--- src/rtl/pipeline_ctrl_pkg.sv ---
`default_nettype none
// ============================================================================
// Module : pipeline_ctrl_pkg
// Brief  : Shared stall-vector, FSM encodings and default handler address.
// Rev    : 1.0
// ============================================================================
package pipeline_ctrl_pkg;

    localparam int c_STALL_W = 6;

    // Bit order: [0]PC [1]IF/ID [2]ID/EX [3]EX/MEM [4]MEM/WB [5]WB
    localparam logic [c_STALL_W-1:0] c_STALL_NONE = 6'b000000;
    localparam logic [c_STALL_W-1:0] c_STALL_IF   = 6'b000011;
    localparam logic [c_STALL_W-1:0] c_STALL_ID   = 6'b000111;
    localparam logic [c_STALL_W-1:0] c_STALL_EX   = 6'b001111;
    localparam logic [c_STALL_W-1:0] c_STALL_MEM  = 6'b011111;

    localparam logic [1:0] c_CTRL_RUN      = 2'd0;
    localparam logic [1:0] c_CTRL_WAIT_IF  = 2'd1;
    localparam logic [1:0] c_CTRL_REDIRECT = 2'd2;

    typedef enum logic [1:0] {
        ST_RUN      = c_CTRL_RUN,
        ST_WAIT_IF  = c_CTRL_WAIT_IF,
        ST_REDIRECT = c_CTRL_REDIRECT
    } ctrl_state_t;

    localparam logic [31:0] c_EXC_VECTOR = 32'hBFC0_0380;

endpackage : pipeline_ctrl_pkg
`default_nettype wire

--- src/rtl/pipeline_ctrl_if.sv ---
`default_nettype none
// ============================================================================
// Module : pipeline_ctrl_if
// Brief  : Stall/flush scheduler bundle: stage requests in, freeze/redirect out.
// Rev    : 1.0
// ============================================================================
interface pipeline_ctrl_if #(
    parameter int STALL_CNT_W = 32,
    parameter int FLUSH_CNT_W = 16
);
    logic                   stall_req_if;
    logic                   stall_req_id;
    logic                   stall_req_ex;
    logic                   stall_req_mem;
    logic                   exc_flag;
    logic                   eret_flag;
    logic [31:0]            cp0_epc;
    logic [5:0]             stall;
    logic                   flush;
    logic [31:0]            flush_pc;
    logic                   redirect;
    logic [STALL_CNT_W-1:0] stall_cycles;
    logic [FLUSH_CNT_W-1:0] flush_count;

    modport master (
        output stall_req_if, stall_req_id, stall_req_ex, stall_req_mem,
        output exc_flag, eret_flag, cp0_epc,
        input  stall, flush, flush_pc, redirect, stall_cycles, flush_count
    );

    modport slave (
        input  stall_req_if, stall_req_id, stall_req_ex, stall_req_mem,
        input  exc_flag, eret_flag, cp0_epc,
        output stall, flush, flush_pc, redirect, stall_cycles, flush_count
    );
endinterface : pipeline_ctrl_if
`default_nettype wire

--- src/rtl/pipeline_ctrl_stall_encoder.sv ---
`default_nettype none
// ============================================================================
// Module : pipeline_ctrl_stall_encoder
// Brief  : Priority encoder; the deepest stalling stage sets the freeze vector.
// Rev    : 1.0
// ============================================================================
module pipeline_ctrl_stall_encoder
    import pipeline_ctrl_pkg::*;
(
    input  wire logic                 i_req_if,
    input  wire logic                 i_req_id,
    input  wire logic                 i_req_ex,
    input  wire logic                 i_req_mem,
    output logic      [c_STALL_W-1:0] o_stall
);

    assign o_stall = i_req_mem ? c_STALL_MEM :
                     i_req_ex  ? c_STALL_EX  :
                     i_req_id  ? c_STALL_ID  :
                     i_req_if  ? c_STALL_IF  : c_STALL_NONE;

endmodule : pipeline_ctrl_stall_encoder
`default_nettype wire

--- src/rtl/pipeline_ctrl.sv ---
`default_nettype none
// ============================================================================
// Module : pipeline_ctrl
// Brief  : 5-stage stall/flush scheduler with exception/ERET redirect and counters.
// Rev    : 1.0
// ============================================================================
module pipeline_ctrl
    import pipeline_ctrl_pkg::*;
#(
    parameter logic [31:0] EXC_VECTOR  = c_EXC_VECTOR,
    parameter int          STALL_CNT_W = 32,
    parameter int          FLUSH_CNT_W = 16
) (
    input  wire logic      clk,
    input  wire logic      rst_n,
    pipeline_ctrl_if.slave bus
);

    ctrl_state_t            r_state;
    ctrl_state_t            w_state_nxt;
    logic [31:0]            r_pend_pc;
    logic [STALL_CNT_W-1:0] r_stall_cycles;
    logic [FLUSH_CNT_W-1:0] r_flush_count;

    logic [c_STALL_W-1:0]   w_enc_stall;
    logic [c_STALL_W-1:0]   w_stall;
    logic                   w_flush;
    logic                   w_redirect;
    logic [31:0]            w_flush_pc;
    logic                   w_pend_load;
    logic                   w_take;
    logic [31:0]            w_target;

    pipeline_ctrl_stall_encoder u_stall_encoder (
        .i_req_if  (bus.stall_req_if),
        .i_req_id  (bus.stall_req_id),
        .i_req_ex  (bus.stall_req_ex),
        .i_req_mem (bus.stall_req_mem),
        .o_stall   (w_enc_stall)
    );

    // A stalled MEM stage has not really committed its exception/ERET yet.
    assign w_take   = (bus.exc_flag | bus.eret_flag) & ~bus.stall_req_mem;
    assign w_target = bus.exc_flag ? EXC_VECTOR : bus.cp0_epc;

    always_comb begin
        w_state_nxt = r_state;
        w_stall     = c_STALL_NONE;
        w_flush     = 1'b0;
        w_redirect  = 1'b0;
        w_flush_pc  = 32'h0;
        w_pend_load = 1'b0;
        case (r_state)
            ST_RUN: begin
                if (w_take) begin
                    w_flush = 1'b1;
                    if (!bus.stall_req_if) begin
                        w_redirect = 1'b1;
                        w_flush_pc = w_target;
                    end else begin
                        w_pend_load = 1'b1;
                        w_state_nxt = ST_WAIT_IF;
                    end
                end else begin
                    w_stall = w_enc_stall;
                end
            end
            ST_WAIT_IF: begin
                w_stall = c_STALL_IF;
                if (!bus.stall_req_if) begin
                    w_state_nxt = ST_REDIRECT;
                end
            end
            ST_REDIRECT: begin
                // Second flush kills the instruction that arrived on the late fetch.
                w_flush     = 1'b1;
                w_redirect  = 1'b1;
                w_flush_pc  = r_pend_pc;
                w_state_nxt = ST_RUN;
            end
            default: begin
                w_state_nxt = ST_RUN;
            end
        endcase
    end

    always_ff @(posedge clk or negedge rst_n) begin
        if (!rst_n) begin
            r_state        <= ST_RUN;
            r_pend_pc      <= 32'h0;
            r_stall_cycles <= '0;
            r_flush_count  <= '0;
        end else begin
            r_state <= w_state_nxt;
            if (w_pend_load) begin
                r_pend_pc <= w_target;
            end
            if (w_stall != c_STALL_NONE) begin
                r_stall_cycles <= r_stall_cycles + STALL_CNT_W'(1);
            end
            if (w_flush) begin
                r_flush_count <= r_flush_count + FLUSH_CNT_W'(1);
            end
        end
    end

    // Outputs are held quiet for the whole reset window, whatever the requests do.
    assign bus.stall        = rst_n ? w_stall    : c_STALL_NONE;
    assign bus.flush        = rst_n & w_flush;
    assign bus.redirect     = rst_n & w_redirect;
    assign bus.flush_pc     = rst_n ? w_flush_pc : 32'h0;
    assign bus.stall_cycles = r_stall_cycles;
    assign bus.flush_count  = r_flush_count;

endmodule : pipeline_ctrl
`default_nettype wire
--- src/flat_wrapper.sv ---
// flat-port wrapper written by rule: the top's interface ports become plain ports
module pipeline_ctrl_flat import pipeline_ctrl_pkg::*;
#(
    parameter logic [31:0] EXC_VECTOR  = c_EXC_VECTOR,
    parameter int          STALL_CNT_W = 32,
    parameter int          FLUSH_CNT_W = 16
)
  (clk, rst_n, bus_stall_req_if, bus_stall_req_id, bus_stall_req_ex, bus_stall_req_mem, bus_exc_flag, bus_eret_flag, bus_cp0_epc, bus_stall, bus_flush, bus_flush_pc, bus_redirect, bus_stall_cycles, bus_flush_count);
  pipeline_ctrl_if #(.STALL_CNT_W(STALL_CNT_W), .FLUSH_CNT_W(FLUSH_CNT_W)) bus_i ();
  input  wire logic clk;
  input  wire logic rst_n;
  input wire logic [$bits(bus_i.stall_req_if)-1:0] bus_stall_req_if;
  input wire logic [$bits(bus_i.stall_req_id)-1:0] bus_stall_req_id;
  input wire logic [$bits(bus_i.stall_req_ex)-1:0] bus_stall_req_ex;
  input wire logic [$bits(bus_i.stall_req_mem)-1:0] bus_stall_req_mem;
  input wire logic [$bits(bus_i.exc_flag)-1:0] bus_exc_flag;
  input wire logic [$bits(bus_i.eret_flag)-1:0] bus_eret_flag;
  input wire logic [$bits(bus_i.cp0_epc)-1:0] bus_cp0_epc;
  output wire logic [$bits(bus_i.stall)-1:0] bus_stall;
  output wire logic [$bits(bus_i.flush)-1:0] bus_flush;
  output wire logic [$bits(bus_i.flush_pc)-1:0] bus_flush_pc;
  output wire logic [$bits(bus_i.redirect)-1:0] bus_redirect;
  output wire logic [$bits(bus_i.stall_cycles)-1:0] bus_stall_cycles;
  output wire logic [$bits(bus_i.flush_count)-1:0] bus_flush_count;
  assign bus_i.stall_req_if = bus_stall_req_if;
  assign bus_i.stall_req_id = bus_stall_req_id;
  assign bus_i.stall_req_ex = bus_stall_req_ex;
  assign bus_i.stall_req_mem = bus_stall_req_mem;
  assign bus_i.exc_flag = bus_exc_flag;
  assign bus_i.eret_flag = bus_eret_flag;
  assign bus_i.cp0_epc = bus_cp0_epc;
  assign bus_stall = bus_i.stall;
  assign bus_flush = bus_i.flush;
  assign bus_flush_pc = bus_i.flush_pc;
  assign bus_redirect = bus_i.redirect;
  assign bus_stall_cycles = bus_i.stall_cycles;
  assign bus_flush_count = bus_i.flush_count;
  pipeline_ctrl #(.EXC_VECTOR(EXC_VECTOR), .STALL_CNT_W(STALL_CNT_W), .FLUSH_CNT_W(FLUSH_CNT_W)) u_core (.clk(clk), .rst_n(rst_n), .bus(bus_i));
endmodule
--- config.mk ---
export PLATFORM = sky130hd
export DESIGN_NAME = pipeline_ctrl_flat
export DESIGN_NICKNAME = d
export VERILOG_FILES = /design/src/rtl/pipeline_ctrl_pkg.sv /design/src/rtl/pipeline_ctrl_if.sv /design/src/rtl/pipeline_ctrl_stall_encoder.sv /design/src/rtl/pipeline_ctrl.sv /design/src/flat_wrapper.sv
export SDC_FILE = /design/constraint.sdc
export NUM_CORES = 1
export LEC_CHECK = 0
export ABC_AREA = 1
export CORE_MARGIN = 8
export CORE_UTILIZATION = 40
export DETAILED_ROUTE_END_ITERATION = 8
export PLACE_DENSITY = 0.67
export SLEW_MARGIN = 5
export SYNTH_ARGS = -nofsm -noshare
export SYNTH_HDL_FRONTEND = slang
export SYNTH_HIERARCHICAL = 1
export SYNTH_SLANG_ARGS = --single-unit
--- constraint.sdc ---
create_clock -name clk -period 1.9 [get_ports clk]
set_input_delay 0.38 -clock clk [delete_from_list [all_inputs] [get_ports clk]]
set_output_delay 0.38 -clock clk [all_outputs]
set_load 0.02 [all_outputs]
==> results.sh <==
export IMPL_yosys_area_share_adder_pct=0.4846
export IMPL_max_stage_delay_ns=0.40
export IMPL_grt_pass1_wl_um=25740
export IMPL_synth_top_family_by_area="simple AND/OR/NAND/NOR gates"
export IMPL_drt_iter0_markers=304
export IMPL_globalplace_congestion=0.8893
export IMPL_final_area_um2=7645
export IMPL_violations="setup timing"
export IMPL_grt_ovfl_total=0
export IMPL_finalWirelength_um=16420
export IMPL_final_hold_viol_count=0
export IMPL_num_rows=41
export IMPL_placed_cell_area_um2=6940
export IMPL_path_cells="nor2_4, nand3_4, buf_12, or2_2, a21oi_2, buf_4"
export IMPL_dieArea_um2=16800
export IMPL_synth_area_um2=5164
export IMPL_firstDrtPassIters=5
export IMPL_dp_cells=1068
export IMPL_tightest_slew_ns=0.8499
export IMPL_cts_inserted_buffers=9
export IMPL_setup_viol=35
export IMPL_clockBufferDepth=2
export IMPL_gr_usage_all_layers_pct=19.38
export IMPL_nNetsFinal=960
export IMPL_clock_latency_ns=0.34
export IMPL_start_util_pct=40.92
export IMPL_portBuffers=126
export IMPL_antenna_found_initial=4
export IMPL_rr_worst_depth=12
export IMPL_ant_nets=0
export IMPL_yosys_warnings=6
export IMPL_avgViaCountPerCell=4.958
export IMPL_synthXorXnorAreaFrac_pct=4.071
export IMPL_fp_dieH_um=129.6
export IMPL_final_setup_tns_ns=-7.252
export IMPL_cts_root_buffer_cell="clkbuf_16"
export IMPL_route_detailed_drc=0
export IMPL_syn_to_final_growth_pct=48.05
export IMPL_yosysUniqueCellTypes=26
export IMPL_cp_end_kind="output pin"
export IMPL_hold_path_class="in -> async"
export IMPL_clk_pin_slew_worst_paths_ns=0.06
export IMPL_synth_area_mux_share_pct=0
export IMPL_fmax_mhz=461.6
export IMPL_drive_gt1_share_pct=20.91
export IMPL_synth_compound_gate_area_share_pct=8.214
export IMPL_outcome="finished, violations left"
export IMPL_ios=128
export IMPL_syn_nets=803
export IMPL_synth_seq_cells=82
export IMPL_slew_viol_final=0
export IMPL_cap_violations=0
export IMPL_h_tree_depth=3
export IMPL_final_cell_count_no_fill=1098
export IMPL_die_w_um=129.6
export IMPL_synthCells=761
export IMPL_crit_type="reg -> out"
export IMPL_dp_hpwl_um=11250
export IMPL_leakagePower_uw=0.003362
export IMPL_wl_per_cell_um=14.95
export IMPL_rsz0062_at_grt="true"
export IMPL_dr_total_vias=5444
export IMPL_cts_tree="done"
export IMPL_grt_pass1_vias=5031
export IMPL_crit_required_ns=1.52
export IMPL_p_total_uw=6045
export IMPL_syn_area_per_cell_um2=6.785
export IMPL_arrival_ns=1.79
export IMPL_core_area_um2=12620
export IMPL_synthSimpleGateAreaFrac_pct=40.37
export IMPL_cp_slowest_cell="dfrtp_1"
export IMPL_power_per_cell_area_nw_per_um2=790.8
export IMPL_critPathMaxFanout=17
export IMPL_finalClockSkew_ns=0.003136
export IMPL_fin_ws_ns=-0.2664
export IMPL_post_route_min_period_ns=2.166
export IMPL_fin_crit_sh_pct=114.0
export IMPL_start_kind="flip-flop"
export IMPL_relSlewSlack_pct=42.91
export IMPL_cts_sinks=82
export IMPL_ir_worst_vdd_v=0.0007325
export IMPL_grt_max_degree=47
export IMPL_ys_seq_area_share_pct=39.74
## synth_stat cells
| cell | instances | area share, % |
|---|---|---|
| inv_1 | 48 | 3.5 |
| inv_2 | 1 | 0.073 |
| xor2_1 | 14 | 2.4 |
| buf_4 | 5 | 0.73 |
| a21oi_1 | 35 | 3.4 |
| nor3_1 | 6 | 0.58 |
| a21oi_2 | 2 | 0.34 |
| nor2_2 | 3 | 0.36 |
| xnor2_1 | 10 | 1.7 |
| nand4_1 | 4 | 0.48 |
| o21ai_4 | 1 | 0.32 |
| or2_1 | 15 | 1.8 |
| nand2_2 | 2 | 0.24 |
| nand2_1 | 261 | 19 |
| dfrtp_1 | 82 | 40 |
| clkbuf_1 | 18 | 1.3 |
| buf_2 | 15 | 1.5 |
| or2_2 | 18 | 2.2 |
| nor2_1 | 76 | 5.5 |
| nand3_1 | 92 | 8.9 |
| conb_1 | 1 | 0.073 |
| nand3b_1 | 3 | 0.44 |
| nor2_4 | 3 | 0.65 |
| ha_1 | 2 | 0.48 |
| nand3_2 | 1 | 0.19 |
| o21ai_0 | 43 | 4.2 |
## state kept, by name (all words and copies together) (netlist names)
register	flops
u_core/r_pend_pc	32
u_core/bus.flush_count	16
u_core/r_state	2
u_core/bus.stall_cycles	32
## metal layers
metal,GRT usage [%],vias up,wire (µm)
li1,-,2743,-
met1,24.47,2520,7258
met2,30.02,157,7478
met3,6.245,22,1336
met4,7.923,2,336
met5,0,-,10
## path summary, 6_finish.rpt
| check | from | endpoint | slack (ns) |
|---|---|---|---|
| max in group asynchronous | rst_n | u_core/r_state[1]$_DFFE_PN0P_ | 0.78 |
| hold reg to reg | u_core/r_pend_pc[19]$_DFFE_PN0P_ | u_core/r_pend_pc[19]$_DFFE_PN0P_ | 0.49 |
| setup / recovery | u_core/r_state[0]$_DFFE_PN0P_ | bus_flush_pc[7] | -0.27 |
| min in group clk | u_core/r_pend_pc[19]$_DFFE_PN0P_ | u_core/r_pend_pc[19]$_DFFE_PN0P_ | 0.49 |
| setup reg to reg | u_core/r_state[1]$_DFFE_PN0P_ | u_core/bus.stall_cycles[18]$_DFFE_PN0P_ | 0.23 |
| hold / removal | rst_n | u_core/bus.stall_cycles[9]$_DFFE_PN0P_ | 0.09 |
## worst max-delay path, delay by kind of cell, from the launching register on
family / cells / cell delay [ns]
simple gates: 3 / 0.57
flops: 1 / 0.40
buf+inv: 2 / 0.33
compound gates: 1 / 0.13
## where the power goes
group          internal [µW]  leakage, µW  total, µW  switching [µW]
Combinational            886      0.00214       1940            1060
Sequential              2040      0.00107       2340             299
Clock                   1090     0.000147       1760             676
Total                   4020      0.00336       6050            2030
## logic make-up (layout without fill, tap and decap cells)
group	after synthesis	after routing
and+or+nand+nor	484	484
buffers and inverters	87	249
DFF	82	82
AOI/OAI and AO/OA	81	81
xor gates and xnor gates	24	24
adders and majority gates	2	2
other	1	4
## placed cells by master, fill, tap and decap left out, types with 3 or more instances in the layout
cell / netlist / routed
or2_2: 18 / 17
or2_1: 15 / 14
nand3_1: 92 / 87
xor2_1: 14 / 14
diode_2: 0 / 3
inv_1: 48 / 43
buf_6: 0 / 19
dfrtp_1: 82 / 81
nor2_2: 3 / 5
a21oi_2: 2 / 33
a21oi_4: 0 / 3
nand4_1: 4 / 4
o21ai_0: 43 / 43
clkbuf_1: 18 / 3
buf_4: 5 / 63
clkdlybuf4s50_1: 0 / 80
nand3b_1: 3 / 3
nand2_1: 261 / 259
nor2_4: 3 / 3
xnor2_1: 10 / 10
buf_12: 0 / 11
nor3_1: 6 / 5
nand3_4: 0 / 3
inv_2: 1 / 4
nand3_2: 1 / 3
clkbuf_16: 0 / 10
nor2_1: 76 / 74
dlygate4sd2_1: 0 / 4
## through the flow
step	util [%]	hold WS, ns	setup WS (ns)
floorplan	-	0.08441	0.02203
global placement	55.00	0.4661	-0.8111
detailed placement	55.00	0.4662	-0.8543
CTS	58.08	0.09883	-0.2974
global route	60.58	0.1386	-0.3398
finish	60.58	0.09170	-0.2664
## area by class of cell
cell class              instances  area [µm²]
fillers                      1209        4975
multi-input cells             592        2975
flip-flops and latches         82        2053
repair buffers                184        1896
clock buffers                  14       264.0
well taps                     172       215.2
inverters                      49       198.9
clock inverters                 2       35.03
diodes                          3       7.507
## what timing repair did
| item | in CTS | in global routing |
|---|---|---|
| gates resized for setup | 233 | 59 |
| hold buffers | 0 | 0 |
| endpoints found under the setup margin | 42 | 42 |
| hold endpoints to repair | 0 | 0 |
| pin swaps | 2 | 9 |
| gates cloned | 3 | 2 |
| buffers inserted | 0 | 6 |
Note: power is estimated with default switching activity, not from simulation.
